$ cat src/rtl/clock_monitor_pkg.sv
// Shared types and helpers for the clock monitor.
package clock_monitor_pkg;

  typedef enum logic [1:0] {
    IDLE      = 2'd0,
    WAIT_EDGE = 2'd1,
    MEAS_HIGH = 2'd2,
    MEAS_LOW  = 2'd3
  } state_t;

  // True when a measured half-period lies within exp_half +/- tol.
  function automatic logic in_tol(input logic [31:0] val,
                                  input logic [31:0] exp_half,
                                  input logic [31:0] tol);
    return ((val + tol) >= exp_half) && (val <= (exp_half + tol));
  endfunction

endpackage

$ cat src/rtl/clock_monitor_sync.sv
// Two-flop synchronizer for the monitored pin plus rise/fall edge pulses.
module mon_sync (
  input  logic clk,
  input  logic rst_n,
  input  logic mon_in,
  output logic rise,
  output logic fall
);

  logic s1, s2, s3;

  always_ff @(posedge clk) begin
    if (!rst_n) begin
      s1 <= 1'b0;
      s2 <= 1'b0;
      s3 <= 1'b0;
    end else begin
      s1 <= mon_in;
      s2 <= s1;
      s3 <= s2;
    end
  end

  assign rise = s2 & ~s3;
  assign fall = ~s2 & s3;

endmodule

$ cat src/rtl/clock_monitor.sv
// Measures high/low half-periods of mon_in in clk cycles, flags bad/stuck periods, reports lock.
// Optional macro CLOCK_MONITOR_STICKY_EN: err holds until clr_err instead of pulsing.
//
// state     | meaning
// IDLE      | monitor disabled
// WAIT_EDGE | waiting for a rising edge to start a period
// MEAS_HIGH | counting the high half, ends on falling edge
// MEAS_LOW  | counting the low half, rising edge completes the pair
module clock_monitor
  import clock_monitor_pkg::*;
#(
  parameter int CNT_W    = 16,
  parameter int EXP_HALF = 5,
  parameter int TOL      = 1,
  parameter int LOCK_CNT = 4
) (
  input  logic             clk,
  input  logic             rst_n,
  input  logic             en,
  input  logic             mon_in,
  input  logic             clr_err,
  output logic [CNT_W-1:0] high_cnt,
  output logic [CNT_W-1:0] low_cnt,
  output logic             meas_valid,
  output logic             locked,
  output logic             err
);

  localparam int GW = $clog2(LOCK_CNT + 1);
  localparam logic [CNT_W-1:0] CNT_MAX  = '1;
  localparam logic [CNT_W-1:0] TMO      = CNT_W'(EXP_HALF + TOL + 1);
  localparam logic [GW-1:0]    GOOD_MAX = GW'(LOCK_CNT);

  state_t           state, state_nx;
  logic             rise, fall;
  logic [CNT_W-1:0] cnt;
  logic [GW-1:0]    good_cnt;
  logic             cap_high, pair_done, pair_good, tmo, err_ev;

  mon_sync u_sync (
    .clk    (clk),
    .rst_n  (rst_n),
    .mon_in (mon_in),
    .rise   (rise),
    .fall   (fall)
  );

  always_ff @(posedge clk) begin
    if (!rst_n) state <= IDLE;
    else        state <= state_nx;
  end

  // An edge arriving on the threshold cycle takes precedence over the timeout.
  always_comb begin
    state_nx  = state;
    cap_high  = 1'b0;
    pair_done = 1'b0;
    tmo       = 1'b0;
    if (!en) begin
      state_nx = IDLE;
    end else begin
      case (state)
        IDLE:      state_nx = WAIT_EDGE;
        WAIT_EDGE: if (rise) state_nx = MEAS_HIGH;
        MEAS_HIGH: begin
          if (fall) begin
            cap_high = 1'b1;
            state_nx = MEAS_LOW;
          end else if (!rise && cnt == TMO) begin
            tmo      = 1'b1;
            state_nx = WAIT_EDGE;
          end
        end
        MEAS_LOW: begin
          if (rise) begin
            pair_done = 1'b1;
            state_nx  = MEAS_HIGH;
          end else if (!fall && cnt == TMO) begin
            tmo      = 1'b1;
            state_nx = WAIT_EDGE;
          end
        end
        default:   state_nx = IDLE;
      endcase
    end
  end

  assign pair_good = in_tol(32'(high_cnt), 32'(EXP_HALF), 32'(TOL)) &&
                     in_tol(32'(cnt), 32'(EXP_HALF), 32'(TOL));
  assign err_ev    = tmo | (pair_done & ~pair_good);

  always_ff @(posedge clk) begin
    if (!rst_n)             cnt <= '0;
    else if (rise | fall)   cnt <= CNT_W'(1);
    else if (cnt != CNT_MAX) cnt <= cnt + CNT_W'(1);
  end

  always_ff @(posedge clk) begin
    if (!rst_n) begin
      high_cnt   <= '0;
      low_cnt    <= '0;
      meas_valid <= 1'b0;
      good_cnt   <= '0;
      locked     <= 1'b0;
    end else begin
      meas_valid <= pair_done;
      if (cap_high)  high_cnt <= cnt;
      if (pair_done) low_cnt  <= cnt;
      if (!en || err_ev) begin
        good_cnt <= '0;
        locked   <= 1'b0;
      end else if (pair_done) begin
        if (good_cnt != GOOD_MAX)           good_cnt <= good_cnt + GW'(1);
        if (good_cnt >= GOOD_MAX - GW'(1))  locked   <= 1'b1;
      end
    end
  end

`ifdef CLOCK_MONITOR_STICKY_EN
  always_ff @(posedge clk) begin
    if (!rst_n)       err <= 1'b0;
    else if (err_ev)  err <= 1'b1;
    else if (clr_err) err <= 1'b0;
  end
`else
  logic unused_clr_err;
  assign unused_clr_err = clr_err;

  always_ff @(posedge clk) begin
    if (!rst_n) err <= 1'b0;
    else        err <= err_ev;
  end
`endif

endmodule
$ cat config.mk
export PLATFORM = sky130hd
export DESIGN_NAME = clock_monitor
export DESIGN_NICKNAME = d
export VERILOG_FILES = /design/src/rtl/clock_monitor_pkg.sv /design/src/rtl/clock_monitor_sync.sv /design/src/rtl/clock_monitor.sv
export SDC_FILE = /design/constraint.sdc
export NUM_CORES = 1
export LEC_CHECK = 0
export CAP_MARGIN = 20
export CELL_PAD_IN_SITES_DETAIL_PLACEMENT = 1
export CELL_PAD_IN_SITES_GLOBAL_PLACEMENT = 2
export CORE_MARGIN = 3
export CORE_UTILIZATION = 35
export CTS_BUF_LIST = sky130_fd_sc_hd__clkbuf_4 sky130_fd_sc_hd__clkbuf_8 sky130_fd_sc_hd__clkbuf_16
export CTS_CLUSTER_DIAMETER = 60
export DETAILED_ROUTE_END_ITERATION = 12
export PLACE_DENSITY_LB_ADDON = 0.1
export SLEW_MARGIN = 20
export SYNTH_ARGS = -nofsm -noshare
export SYNTH_HDL_FRONTEND = slang
export SYNTH_SLANG_ARGS = --single-unit
$ cat constraint.sdc
create_clock -name clk -period 4 [get_ports clk]
set_clock_uncertainty 0.1 [all_clocks]
set_input_delay 0.8 -clock clk [delete_from_list [all_inputs] [get_ports clk]]
set_output_delay 0.8 -clock clk [all_outputs]
set_load 0.01 [all_outputs]
==> results.json, run 1 <==
{
  "outcome": "finished clean",
  "viasPerCell": 5.51,
  "grt_usage_pct": 19.3,
  "crit_path_start_kind": "flop",
  "path_clk_slew_ns": 0.07,
  "drt_wl_total_um": 9150,
  "synthSimpleGateAreaFrac_pct": 30.4,
  "critical_path.endpoint": "locked$_SDFFE_PP0P_",
  "root_buffer": "clkbuf_8",
  "p_total_mw": 1.34,
  "clockBufferDepth": 2,
  "met2_usage_pct": 31.9,
  "yosysUniqueCellTypes": 51,
  "drcViolationCount": 0,
  "synth_area_per_cell_sq_um": 7.91,
  "use_met1_pct": 25.9,
  "rsz0062_at_grt": "false",
  "cap_violations": 0,
  "yosysTopAreaCell": "dfxtp_1",
  "hold_viol": 0,
  "finalNonFillerCells": 528,
  "fin_crit_sh_pct": 70.0,
  "irDropWorstVdd_uv": 233,
  "slew_violations": 0,
  "setup_viol": 0,
  "r2r-end": "locked$_SDFFE_PP0P_",
  "cts_resized": 0,
  "r2r-start": "cnt[1]$_SDFFE_PP0N_",
  "leakagePower_nw": 1.27,
  "syn_nets": 406,
  "design_area_sq_um": 3770,
  "final_antenna_net_count": 0,
  "rows": 33,
  "startpoint": "cnt[1]$_SDFFE_PP0N_",
  "fmax_ghz": 0.357,
  "h-tree-depth": 3,
  "post-dp-hpwl_um": 6600,
  "synth.area.mux_share_pct": 1.30,
  "cp.required_ns": 4.10,
  "netlist_area_sq_um": 3080,
  "finalNetCount": 434,
  "post-route-min-period_ns": 2.80,
  "synth_adder_area_share_pct": 4.46,
  "grt.busiest_layer": "met2",
  "syn_inst": 390,
  "rrSetupSlack_ns": 1.20,
  "ioPinCount": 40,
  "worstPathMaxFanout": 9,
  "tightest_slew_ns": 0.706,
  "antenna_found_initial": 0,
  "hold_path.class": "reg2reg",
  "synth_compound_area_share_pct": 15.7,
  "synth.area.top_cells": "dfxtp_1 38%, nand2_1 10%, a21oi_1 8.6%",
  "ys_seq_area_share_pct": 38.3,
  "grt_remaining_overflow": 0,
  "postCtsHoldBufs": 0,
  "syn_to_final_growth_pct": 22.4,
  "drive_gt1_share_pct": 7.57,
  "critPathCaptureType": "flop",
  "dp_cells": 512,
  "arrival_ns": 2.90,
  "clkSinkCount": 59,
  "power.density_nw_per_um2": 355,
  "clk_latency_ns": 0.34,
  "synth-xor-area-share_pct": 4.83,
  "grt_max_degree": 23,
  "yosysWarnings": 0,
  "grt_pass1_vias": 2944,
  "synthArstFlopShare_pct": 0,
  "place_congestion": 0.851,
  "port_buffers": 38,
  "dieArea_sq_um": 9970,
  "grt_pass1_wl_um": 15400,
  "vias": 2908,
  "die_h_um": 99.9,
  "dr.pass1.iters": 4,
  "synth_edf_count": 0,
  "whs_path_depth": 1,
  "yosys.area.top_type_share_pct": 38.3,
  "tns_ns": 0,
  "start_util_pct": 36.8,
  "synthFlopType": "dfxtp_1",
  "crit_type": "reg2reg",
  "met3_usage_pct": 2.92,
  "slew_headroom_pct": 52.7,
  "core_region_area_sq_um": 8380,
  "reg2regPathDepth": 7,
  "ys_seq_elements": 59,
  "cts_tree": "built",
  "die_x_um": 99.9,
  "post_cts_buffers": 0,
  "holdWs_ns": 0.343,
  "drt_iter0_drc": 83,
  "avgRoutedWirePerCell_um": 17.3,
  "antenna_cells": 0,
  "tritoncts.num_buffers": 9,
  "place_area_sq_um": 3510,
  "synth_top_family_by_area": "simple AND/OR/NAND/NOR gates"
}
## layout make-up
cell class	instances	area [sq um]
Fill cell	1026	4610
Multi-Input combinational cell	294	1750
Sequential cell	59	1180
Timing Repair Buffer	42	410
Clock buffer	12	165
Tap cell	105	131
Clock inverter	4	95.1
Inverter	12	45.0
## cells in the final DEF (no fill, tap or decap), drive strengths merged, types with 6 or more instances in the layout
cell,n
a21oi,53
a31oi,7
and3,6
clkbuf,12
clkdlybuf4s50,38
dfxtp,59
ha,11
inv,11
nand2,82
nand3,14
nand4,12
nor2,22
nor3,7
nor4,12
xnor2,11
xor2,6
## through the flow
stage | worst slack (ns) | util [%]
2_1_floorplan | 1.85 | -
3_3_place_gp | 0.976 | 41.9
3_5_place_dp | 0.838 | 41.9
4_1_cts | 1.16 | 45.0
5_1_grt | 1.04 | 45.0
6_report | 1.20 | 45.0
## flip-flops by register name, indices dropped and copies added (netlist names)
signal,count
locked,1
u_sync.s3,1
u_sync.s1,1
state,2
cnt,16
err,1
meas_valid,1
low_cnt,16
high_cnt,16
good_cnt,3
u_sync.s2,1
## Yosys cell counts, types with 2 or more instances
library cell,count
nor4_1,9
inv_1,11
or2_2,3
and3_1,6
and4_1,4
a41o_1,2
a31oi_1,7
nand2_1,82
xor2_1,6
nand4_1,11
a21oi_1,53
and2_1,2
nand3_1,12
o21ai_0,4
clkbuf_1,12
buf_2,13
or3_1,5
nor2_1,21
o31ai_1,2
nor3_1,6
xnor2_1,11
dfxtp_1,59
mux2i_1,4
nor4_4,2
o22ai_1,3
ha_1,11
nor3b_1,2
nand2b_1,4
## power by group
part	total [mW]	internal, mW	switching (mW)
sequential	0.601	0.592	0.00920
combinational	0.0363	0.0129	0.0234
clock	0.704	0.464	0.240
## logic make-up (layout without fill, tap and decap cells)
family                     after synthesis  count (layout)
and+or+nand+nor                        179             179
AOI/OAI and AO/OA                       83              83
DFF                                     59              59
buffers and inverters                   37              70
xor gates and xnor gates                17              17
adders and majority gates               11              11
muxes                                    4               4
## critical path, stage by stage (launching register included)
cell	delay (ns)
dfxtp_1	0.54
ha_1	0.37
nand2_1	0.13
nor4_1	0.46
a21oi_1	0.25
nor4_1	0.36
a41o_1	0.36
nor4_1	0.09
## how the worst min path moves through the flow
stage | start | endpoint | slack [ns]
floorplan | u_sync.s1$_SDFF_PN0_ | u_sync.s2$_SDFF_PN0_ | 0.31
global placement | u_sync.s1$_SDFF_PN0_ | u_sync.s2$_SDFF_PN0_ | 0.32
detailed placement | u_sync.s1$_SDFF_PN0_ | u_sync.s2$_SDFF_PN0_ | 0.34
CTS | u_sync.s1$_SDFF_PN0_ | u_sync.s2$_SDFF_PN0_ | 0.35
global route | u_sync.s1$_SDFF_PN0_ | u_sync.s2$_SDFF_PN0_ | 0.36
finish | u_sync.s1$_SDFF_PN0_ | u_sync.s2$_SDFF_PN0_ | 0.34
## routing by layer
layer	part of all wire, %	up-vias
met3	3.2	9
met5	0	-
met2	48	47
met1	47	1418
li1	-	1434
met4	1.2	0
Note: power is estimated with default switching activity, not from simulation.
==> run 2: changes to the inputs <==
--- a/config.mk
+++ b/config.mk
@@ -9,7 +9,7 @@
 export CELL_PAD_IN_SITES_DETAIL_PLACEMENT = 1
 export CELL_PAD_IN_SITES_GLOBAL_PLACEMENT = 2
 export CORE_MARGIN = 3
-export CORE_UTILIZATION = 35
+export CORE_UTILIZATION = 32
 export CTS_BUF_LIST = sky130_fd_sc_hd__clkbuf_4 sky130_fd_sc_hd__clkbuf_8 sky130_fd_sc_hd__clkbuf_16
 export CTS_CLUSTER_DIAMETER = 60
 export DETAILED_ROUTE_END_ITERATION = 12
==> constraint.sdc (replaced) <==
create_clock -name clk -period 2.93 [get_ports clk]
set_clock_uncertainty 0.1 [all_clocks]
set_input_delay 0.586 -clock clk [delete_from_list [all_inputs] [get_ports clk]]
set_output_delay 0.586 -clock clk [all_outputs]
set_load 0.01 [all_outputs]
==> results.json, run 2 (synthesized netlist as in run 1, its figures left out) <==
{
  "slew_headroom_pct": 59.5,
  "tritoncts.num_buffers": 9,
  "multi_input_area_sq_um": 1750,
  "hold_viol": 0,
  "slew_violations": 0,
  "irDropWorstVdd_uv": 214,
  "grt_usage_pct": 17.6,
  "viasPerCell": 5.13,
  "critPathCaptureType": "flop",
  "critPathTopFamily": "simple AND/OR/NAND/NOR gates",
  "grt_remaining_overflow": 0,
  "place_area_sq_um": 3630,
  "grt_pass1_wl_um": 15500,
  "drt_wl_total_um": 9110,
  "drcViolationCount": 0,
  "port_buffers": 38,
  "place_congestion": 0.801,
  "dr.pass1.iters": 4,
  "crit_path_start_kind": "input port",
  "clk_latency_ns": 0.34,
  "rows": 35,
  "crit_chain": "clkdlybuf4s50_1 -> nand2_1 -> nor4_1 -> a21oi_1 -> nor4_1 -> a41o_1 -> o21a_1",
  "worstPathMaxFanout": 5,
  "post_cts_buffers": 0,
  "die_x_um": 104,
  "cp_num_buf_inv": 1,
  "post-dp-hpwl_um": 6590,
  "hold_path.class": "reg2reg",
  "power.density_nw_per_um2": 423,
  "setup_viol": 0,
  "fmax_ghz": 0.406,
  "dr_wl_met2_um": 4370,
  "postCtsHoldBufs": 0,
  "vias": 2886,
  "wl_met1_um": 4420,
  "post-route-min-period_ns": 2.46,
  "antenna_cells": 0,
  "clockBufferDepth": 2,
  "outcome": "finished clean",
  "arrival_ns": 2.65,
  "rsz0062_at_grt": "false",
  "tns_ns": 0,
  "syn_to_final_growth_pct": 24.1,
  "finalNetCount": 445,
  "cap_violations": 0,
  "crit_slowest_cell": "clkdlybuf4s50_1",
  "start_util_pct": 33.2,
  "antenna_found_initial": 0,
  "dieArea_sq_um": 10800,
  "clkSinkCount": 59,
  "critical-path-max-stage-delay_ns": 0.54,
  "die_h_um": 104,
  "cp.required_ns": 3.11,
  "path_clk_slew_ns": 0.07,
  "wl_met3_um": 189,
  "ioPinCount": 40,
  "holdWs_ns": 0.340,
  "drive_gt1_share_pct": 9.91,
  "grt_pass1_vias": 2983,
  "top_layer": "met4",
  "core_region_area_sq_um": 9280,
  "grt_max_degree": 36,
  "crit_type": "in2reg",
  "final-seq-area_sq_um": 1180,
  "design_area_sq_um": 3820,
  "avgRoutedWirePerCell_um": 16.2,
  "final_cell_mix": "82 x nand2_1, 59 x dfxtp_1, 53 x a21oi_1",
  "fin_crit_sh_pct": 84.1,
  "cts_resized": 0,
  "final_core_util_pct": 41.2,
  "reg.largest.list": "cnt: 16 flops, high_cnt: 16 flops, low_cnt: 16 flops",
  "nFillCells": 1154,
  "final_common_cell": "nand2_1",
  "path_common_cell": "nor4_1",
  "cts_tree": "built",
  "tightest_slew_ns": 0.607,
  "leakagePower_nw": 1.29,
  "root_buffer": "clkbuf_8",
  "drt_iter0_drc": 122,
  "final_antenna_net_count": 0,
  "h-tree-depth": 3
}
==> run 2: cell types whose count changed in the layout (fill, tap and decap cells not counted) <==
cell,delta
buf_4,+11
bufinv_16,-2
clkbuf_4,+1
clkbuf_8,-3
clkinv_4,+1
clkinvlp_4,+3
==> run 2: cell type report <==
type,instances,area share [%]
tap,129,4.22
sequential,59,30.9
clock buffer,10,3.43
multi-input combinational,294,45.7
clock inverter,6,1.73
inverter,12,1.18
timing repair buffer,53,12.9
==> run 2: worst paths after layout <==
| kind | startpoint | to | slack [ns] | cells past startpoint |
|---|---|---|---|---|
| max | en | err$_SDFF_PN0_ | 0.47 | 7 |
| min reg2reg | u_sync.s1$_SDFF_PN0_ | u_sync.s2$_SDFF_PN0_ | 0.34 | 1 |
| min | u_sync.s1$_SDFF_PN0_ | u_sync.s2$_SDFF_PN0_ | 0.34 | 1 |
| max reg2reg | cnt[0]$_SDFFE_PN0P_ | err$_SDFF_PN0_ | 0.50 | 7 |
==> run 2: worst reg2reg max path: stages, from the launching register on <==
cell and delay [ns]:
dfxtp_1 0.34, ha_1 0.31, nand2_1 0.15, nor4_1 0.43, a21oi_1 0.24, nor4_1 0.32
a41o_1 0.34, o21a_1 0.16
==> run 2: stage by stage <==
stage | total power, mW | instances | setup WS, ns
2_1_floorplan | 0.867 | 390 | 0.788
3_5_place_dp | 0.892 | 547 | 0.125
3_3_place_gp | 0.891 | 547 | 0.225
5_1_grt | 1.69 | 563 | 0.194
4_1_cts | 1.65 | 563 | 0.470
6_report | 1.62 | 563 | 0.466
==> run 2: report_power, final <==
part           internal (mW)  switching (mW)  leakage (nW)
clock network          0.402           0.342        0.0919
registers              0.808         0.00614         0.476
logic                 0.0209          0.0385         0.721
total                   1.23           0.387          1.29
==> run 2: routing by layer <==
layer | GRT usage [%] | vias to the layer above
met3 | 3.48 | 10
met2 | 29.8 | 30
met1 | 22.6 | 1401
li1 | - | 1445
met4 | 5.51 | 0
met5 | 0 | -
==> run 3: changes to the inputs <==
--- a/config.mk
+++ b/config.mk
@@ -9,7 +9,7 @@
 export CELL_PAD_IN_SITES_DETAIL_PLACEMENT = 1
 export CELL_PAD_IN_SITES_GLOBAL_PLACEMENT = 2
 export CORE_MARGIN = 3
-export CORE_UTILIZATION = 32
+export CORE_UTILIZATION = 29
 export CTS_BUF_LIST = sky130_fd_sc_hd__clkbuf_4 sky130_fd_sc_hd__clkbuf_8 sky130_fd_sc_hd__clkbuf_16
 export CTS_CLUSTER_DIAMETER = 60
 export DETAILED_ROUTE_END_ITERATION = 12
==> constraint.sdc (replaced) <==
create_clock -name clk -period 2.2 [get_ports clk]
set_clock_uncertainty 0.1 [all_clocks]
set_input_delay 0.44 -clock clk [delete_from_list [all_inputs] [get_ports clk]]
set_output_delay 0.44 -clock clk [all_outputs]
set_load 0.01 [all_outputs]
==> results.json, run 3 (synthesized netlist as in run 1, its figures left out) <==
{
  "power.internal_mw": 1.66,
  "multi_input_area_sq_um": 1830,
  "hold_path.class": "reg2reg",
  "path_clk_slew_ns": 0.07,
  "die_x_um": 109,
  "grt_usage_pct": 17.7,
  "dieArea_sq_um": 11900,
  "wl_met3_um": 273,
  "place_congestion": 0.853,
  "crit_chain": "nand4_1 -> buf_4 -> or3_1 -> a41o_1 -> nand2_1 -> nor4_2 -> buf_4 -> nor4_1",
  "start_util_pct": 29.9,
  "grt_remaining_overflow": 0,
  "avgRoutedWirePerCell_um": 16.3,
  "critical-path-max-stage-delay_ns": 0.36,
  "core_region_area_sq_um": 10300,
  "h-tree-depth": 3,
  "cap_violations": 0,
  "dr_wl_met2_um": 4750,
  "fin_crit_sh_pct": 96.5,
  "reg.largest.list": "cnt: 16 flops, high_cnt: 16 flops, low_cnt: 16 flops",
  "slew_violations": 0,
  "tightest_slew_ns": 0.429,
  "slew_headroom_pct": 70.9,
  "finalNonFillerCells": 604,
  "drt_iter0_drc": 122,
  "hold_viol": 0,
  "final_antenna_net_count": 0,
  "rrSetupSlack_ns": 0.08,
  "p_total_mw": 2.17,
  "p_sw_share_pct": 23.5,
  "holdWs_ns": 0.347,
  "port_buffers": 38,
  "switchingPower_mw": 0.510,
  "clk_latency_ns": 0.34,
  "power.density_nw_per_um2": 519,
  "crit_slowest_cell": "dfxtp_1",
  "leakagePower_nw": 1.53,
  "finalNetCount": 480,
  "combPwrFrac_pct": 4.5,
  "p_clk_share_pct": 45.6,
  "dp_cells": 589,
  "dr.pass1.iters": 4,
  "path_common_cell": "buf_4",
  "grt_max_degree": 20,
  "critPathCaptureType": "flop",
  "cts_tree": "built",
  "worstPathMaxFanout": 5,
  "crit_path_start_kind": "flop",
  "top_layer": "met4",
  "cp_num_buf_inv": 2,
  "crit_type": "reg2reg",
  "rows": 37,
  "critPathTopFamily": "simple AND/OR/NAND/NOR gates",
  "ioPinCount": 40,
  "final_common_cell": "nand2_1",
  "post-dp-hpwl_um": 7540,
  "fmax_ghz": 0.471,
  "final_core_util_pct": 40.5,
  "p_seq_share_pct": 49.9,
  "setup_viol": 0,
  "root_buffer": "clkbuf_8",
  "clkSinkCount": 59,
  "final-seq-area_sq_um": 1190,
  "antenna_cells": 0,
  "arrival_ns": 2.26,
  "post-route-min-period_ns": 2.12,
  "outcome": "finished clean",
  "grt_pass1_vias": 3146,
  "drt_wl_total_um": 9870,
  "final_cell_mix": "81 x nand2_1, 54 x dfxtp_1, 53 x a21oi_1",
  "antenna_found_initial": 0,
  "drive_gt1_share_pct": 20.3,
  "clockBufferDepth": 2,
  "cp.required_ns": 2.34,
  "syn_to_final_growth_pct": 35.6,
  "die_h_um": 109,
  "irDropWorstVdd_uv": 314,
  "grt_pass1_wl_um": 16400,
  "viasPerCell": 5.00,
  "setup_slack_ns": 0.0779,
  "vias": 3021,
  "preCtsSetupSlack_ns": -0.242,
  "wl_met1_um": 4710,
  "tritoncts.num_buffers": 9,
  "nFillCells": 1233,
  "drcViolationCount": 0
}
## run 3: power by group through the flow
stage | Sequential (mW) | Combinational (mW) | Clock [mW]
floorplan | 1.11 | 0.0488 | 0
global placement | 1.11 | 0.0948 | 0
detailed placement | 1.11 | 0.0960 | 0
CTS | 1.08 | 0.0976 | 1.03
global route | 1.08 | 0.109 | 1.08
finish | 1.08 | 0.0987 | 0.989
## run 3: layout make-up
type / count / area share, %
well taps: 136 / 4.07
multi-input cells: 294 / 43.7
repair buffers: 88 / 18.2
flip-flops and latches: 59 / 28.4
clock inverters: 5 / 1.29
inverters: 12 / 1.08
clock buffers: 10 / 3.29
## run 3: stage by stage
stage               area [sq um]  TNS, ns
floorplan                   3080        0
global placement            3900   -0.887
detailed placement          3900    -1.19
CTS                         4120        0
global route                4180  -0.0294
finish                      4180        0
## run 3: repair_timing
item / in CTS / in global routing
setup buffers: 0 / 0
resized for setup: 5 / 18
pin swaps: 0 / 4
endpoints found under the setup margin: 5 / 5
hold buffers: 0 / 0
## run 3: worst paths after layout
path              depth (start not counted)                   end            startpoint
hold / removal                            1  u_sync.s2$_SDFF_PN0_  u_sync.s1$_SDFF_PN0_
setup / recovery                          8   locked$_SDFFE_PP0P_   cnt[9]$_SDFFE_PP0N_
setup reg to reg                          8   locked$_SDFFE_PP0P_   cnt[9]$_SDFFE_PP0N_
hold reg to reg                           1  u_sync.s2$_SDFF_PN0_  u_sync.s1$_SDFF_PN0_
## run 3: layer usage
metal / up-vias / track usage [%]
li1: 1512 / -
met1: 1458 / 22.9
met2: 38 / 29.4
met3: 13 / 4.09
met4: 0 / 5.23
met5: - / 0
==> edit 1 (settings of run 2) <==
Add a define of `CLOCK_MONITOR_STICKY_EN`.
--- a/src/rtl/clock_monitor.sv
+++ b/src/rtl/clock_monitor.sv
@@ -6,6 +6,8 @@
 // WAIT_EDGE | waiting for a rising edge to start a period
 // MEAS_HIGH | counting the high half, ends on falling edge
 // MEAS_LOW  | counting the low half, rising edge completes the pair
+`define CLOCK_MONITOR_STICKY_EN
+
 module clock_monitor
   import clock_monitor_pkg::*;
 #(
Function: changed (Yosys sat finds a counterexample within 10 cycles, from zero or initial values and one cycle with rst_n low).
==> edit 1 against run 2 <==
  * Total power up 2.2%
  * Cell count unchanged
  * First-iteration DRC count down 23%
  * Synthesized area grew 3.6%
  * Combinational power is 13% higher
  * Cell area up 3.3%
  * Non-clock buffer count rose by 8
  * Critical path depth is 1 higher
  * Core utilization rose by 0.56 points
  * Setup slack worse by 0.18 ns
  * Sequential cell count stayed put
  * Routed wire length decreased by 1.4%
  * Largest cell class unchanged
  * Highest routed layer unchanged
==> edit 1: results (changes against run 2) <==
[routing]
drt_first_pass_iters = 4  ; unchanged
avgViaCountPerCell = 5.09  ; -0.62%
routedWlPerCell_um = 16.0  ; -1.4%
dr.first_iter.drc_count = 94  ; -23%

[final_layout]
diodes = 0  ; unchanged
final_layout_size_suffix_gt1_share_pct = 12.4  ; +2.5 points
reg_top3 = cnt x16, high_cnt x16, low_cnt x16
nFillCells = 1186  ; +2.8%
finalNetCount = 445  ; unchanged

[critical_path]
path_delay_family = simple AND/OR/NAND/NOR gates
path_max_fanout = 5  ; unchanged
cpPeakStageDelay_ns = 0.56  ; +0.02 ns
slowest_stage = or4_4
reg2reg_depth = 8  ; +1
worst_ep_arrival_time_ns = 2.83  ; +0.18 ns

[grt]
grt_pass1_wl_mm = 15.0  ; -3.6%
grt_usage_pct = 16.6  ; -0.97 points
antenna_found_initial = 0  ; unchanged
grt_max_degree = 19  ; -47%
first_global_vias = 2932  ; -1.7%

[sta]
tightest_slew_ns = 0.424  ; -0.183 ns

[clock_tree]
cts_resized = 0  ; unchanged
cts-root-buf = clkbuf_8
cts_buffer_depth = 2  ; unchanged
cts_setup_buffers = 0  ; unchanged
cts_max_level = 3  ; unchanged
cts_buffers = 9  ; unchanged
path_clk_slew_ns = 0.07  ; about the same
worst_skew_pair.late_latency_ns = 0.34  ; about the same

[worst_hold_path]
hp-class = reg2reg
holdPathStages = 1  ; unchanged

[placed_design]
hpwl_mm = 6.69  ; +1.4%
io_buffers = 39  ; +2.6%
placed_area_sq_mm = 0.00375  ; +3.3%
gp_congestion = 0.839  ; +4.7%

[synth]
synthFlopType = dfxtp_1
syn_nets = 403  ; -0.74%
async_flop_share_pct = 0  ; unchanged
yosysUniqueCellTypes = 56  ; +9.8%
seq_area_frac_synth_pct = 37.0  ; -1.3 points
ys_warn_count = 0  ; unchanged
yosys-top-cells-area = dfxtp_1, nand2_1, a21boi_0
yosys-top-cells-count = nand2_1, dfxtp_1, a21boi_0, a21oi_1

[pwr]
p_int_mw = 1.25  ; +1.9%
p_leak_nw = 1.34  ; +3.7%
peakVddDrop_uv = 214  ; -0.25%

[run_status]
outcome = finished, final reports clean

-- edit 1: cells by family (layout without fill, tap and decap cells) --
family	Yosys count	in the layout	synth area share [%]
adder cells (fa/ha/maj)	11	11	4.31
multiplexers	2	2	0.627
AO/OA/AOI/OAI	84	84	18.3
buffers and inverters	44	91	6.74
XOR/XNOR	22	22	6.27
AND/OR/NAND/NOR	165	165	26.7
flip-flops	59	59	37.0
-- edit 1: worst paths after layout --
| check | startpoint | end | slack [ns] |
|---|---|---|---|
| setup / recovery | cnt[1] | err | 0.29 |
| hold / removal | u_sync.s1 | u_sync.s2 | 0.36 |
| setup reg to reg | cnt[1] | err | 0.29 |
| hold reg to reg | u_sync.s1 | u_sync.s2 | 0.36 |
-- edit 1: through the flow --
step                hold WS [ns]  instances  power (mW)  worst slack (ns)
floorplan                  0.312        387       0.872             0.446
finish                     0.357        563        1.65             0.286
CTS                        0.361        563        1.68             0.285
detailed placement         0.333        547       0.899             0.312
global route               0.373        563        1.72            0.0492
global placement           0.323        547       0.897             0.348
-- edit 1: metal layers --
metal  GRT usage, %  routed length [um]  up-vias
li1               -                   -     1423
met1           22.3                4370     1406
met2           27.6                4280       31
met3           2.43                 221        8
met4           5.00                 107        0
met5              0                   0        -
-- edit 1: worst register-to-register path, delay by kind of cell (launching register included) --
| kind | cells | cell delay [ns] |
|---|---|---|
| fa+ha+maj | 1 | 0.25 |
| compound gates | 2 | 0.38 |
| mux | 1 | 0.27 |
| simple gates | 4 | 1.25 |
| flops | 1 | 0.34 |
-- edit 1: final cells by class --
type                    count  area (sq um)  share of cell area (%)
clock buffers              10           138                    3.48
flip-flops and latches     59          1180                    29.9
repair buffers             61           556                    14.1
inverters                  14          52.6                    1.33
well taps                 129           161                    4.09
clock inverters             6          65.1                    1.65
multi-input cells         284          1800                    45.5
-- edit 1: power by group through the flow --
stage                     clock [mW]  sequential [mW]  combinational (mW)
final                          0.773            0.812              0.0670
after global routing           0.834            0.813              0.0753
after CTS                      0.798            0.812              0.0681
after detailed placement           0            0.831              0.0677
after global placement             0            0.831              0.0666
after floorplan                    0            0.832              0.0406
==> edit 2 (config.mk and constraints of run 2) <==
Made on the original files. Register the output `high_cnt` once more; this adds one clock of latency there. The other outputs are not delayed to match.
--- a/src/rtl/clock_monitor.sv
+++ b/src/rtl/clock_monitor.sv
@@ -30,6 +30,8 @@
   localparam logic [CNT_W-1:0] CNT_MAX  = '1;
   localparam logic [CNT_W-1:0] TMO      = CNT_W'(EXP_HALF + TOL + 1);
   localparam logic [GW-1:0]    GOOD_MAX = GW'(LOCK_CNT);
+
+  logic [CNT_W-1:0] high_cnt_s0;
 
   state_t           state, state_nx;
   logic             rise, fall;
@@ -85,7 +87,7 @@
     end
   end
 
-  assign pair_good = in_tol(32'(high_cnt), 32'(EXP_HALF), 32'(TOL)) &&
+  assign pair_good = in_tol(32'(high_cnt_s0), 32'(EXP_HALF), 32'(TOL)) &&
                      in_tol(32'(cnt), 32'(EXP_HALF), 32'(TOL));
   assign err_ev    = tmo | (pair_done & ~pair_good);
 
@@ -97,14 +99,14 @@
 
   always_ff @(posedge clk) begin
     if (!rst_n) begin
-      high_cnt   <= '0;
+      high_cnt_s0 <= '0;
       low_cnt    <= '0;
       meas_valid <= 1'b0;
       good_cnt   <= '0;
       locked     <= 1'b0;
     end else begin
       meas_valid <= pair_done;
-      if (cap_high)  high_cnt <= cnt;
+      if (cap_high)  high_cnt_s0 <= cnt;
       if (pair_done) low_cnt  <= cnt;
       if (!en || err_ev) begin
         good_cnt <= '0;
@@ -132,4 +134,8 @@
   end
 `endif
 
+  always_ff @(posedge clk) begin
+    high_cnt <= high_cnt_s0;
+  end
+
 endmodule
Function: changed (Yosys sat finds a counterexample within 10 cycles, from zero or initial values and one cycle with rst_n low).
==> edit 2 against run 2 <==
  * Register-to-register slack lost 0.06 ns
  * Sequential cell count is 16 higher
  * Cell area grew 9.2%
  * Synthesized area increased by 14%
  * First-iteration DRC count decreased by 25%
  * Cell count increased by 1.6%
  * Routed wire length decreased by 0.52%
  * Total power rose by 23%
  * Setup slack worse by 0.029 ns
  * Combinational power decreased by 2%
==> edit 2: results (changes against run 2) <==
[routing]
dr_wl_met3_um = 259  ; +37%
dr.first_iter.drc_count = 92  ; -25%
wl_mm = 9.07  ; -0.52%

[pwr]
p_leak_nw = 1.44  ; +12%
peakVddDrop_uv = 161  ; -25%

[worst_hold_path]
min_from = high_cnt_s0[11]
hold_end = high_cnt[11]
holdPathStages = 0  ; -1

[sta]
fin_ws_ns = 0.436  ; -0.0294 ns
tightest_slew_ns = 0.542  ; -0.0646 ns

[clock_tree]
worst_skew_pair.late_latency_ns = 0.36  ; +0.02 ns

[synth]
yosys-top-cells-area = dfxtp_1, nand2_1, a21boi_0
seq_area_frac_synth_pct = 42.6  ; +4.3 points
synth-adder-area-share_pct = 3.91  ; -0.56 points
yosysUniqueCellTypes = 50  ; -2.0%
synthXorXnorAreaFrac_pct = 5.22  ; +0.39 points
synth.area.mux_share_pct = 0.569  ; -0.73 points

[placed_design]
dp_cells = 556  ; +1.6%
place_ws_ns = 0.354  ; +0.229 ns
hpwl_mm = 6.55  ; -0.69%

[run_status]
outcome = finished, final reports clean

[critical_path]
r2r-start = high_cnt_s0[0]
path_delay_family = compound AO/OA/AOI/OAI gates
reg2reg_depth = 8  ; +1
slowest_stage = dfxtp_1

[grt]
grt_usage_pct = 15.1  ; -2.5 points

[final_layout]
seqCellArea_sq_mm = 0.00150  ; +27%
final_layout_size_suffix_gt1_share_pct = 8.72  ; -1.2 points

edit 2: cell count changes after synthesis, moves of 5 or more:
| cell | delta |
|---|---|
| a21oi_1 | -36 |
| dfxtp_1 | +16 |
| a21boi_0 | +32 |
| clkbuf_1 | +5 |
| buf_6 | +7 |
| or3_1 | -5 |
| nor3_1 | +5 |
| buf_2 | -6 |
edit 2: kinds of logic after synthesis:
kind of cell / Yosys count
XOR/XNOR: 21
AO/OA/AOI/OAI: 88
flip-flops: 75
buffers and inverters: 46
AND/OR/NAND/NOR: 161
adder cells (fa/ha/maj): 11
multiplexers: 2
edit 2: final cells by class:
type / instances / area share, %
multi-input combinational: 283 / 42.5
clock buffer: 10 / 3.15
clock inverter: 6 / 2.16
inverter: 14 / 1.26
sequential: 75 / 35.9
tap: 136 / 4.07
timing repair buffer: 48 / 10.9
edit 2: where the power goes:
part / total (mW) / internal, mW / switching [mW]
combinational: 0.0585 / 0.0256 / 0.0329
clock: 0.898 / 0.491 / 0.408
sequential: 1.03 / 1.02 / 0.00755
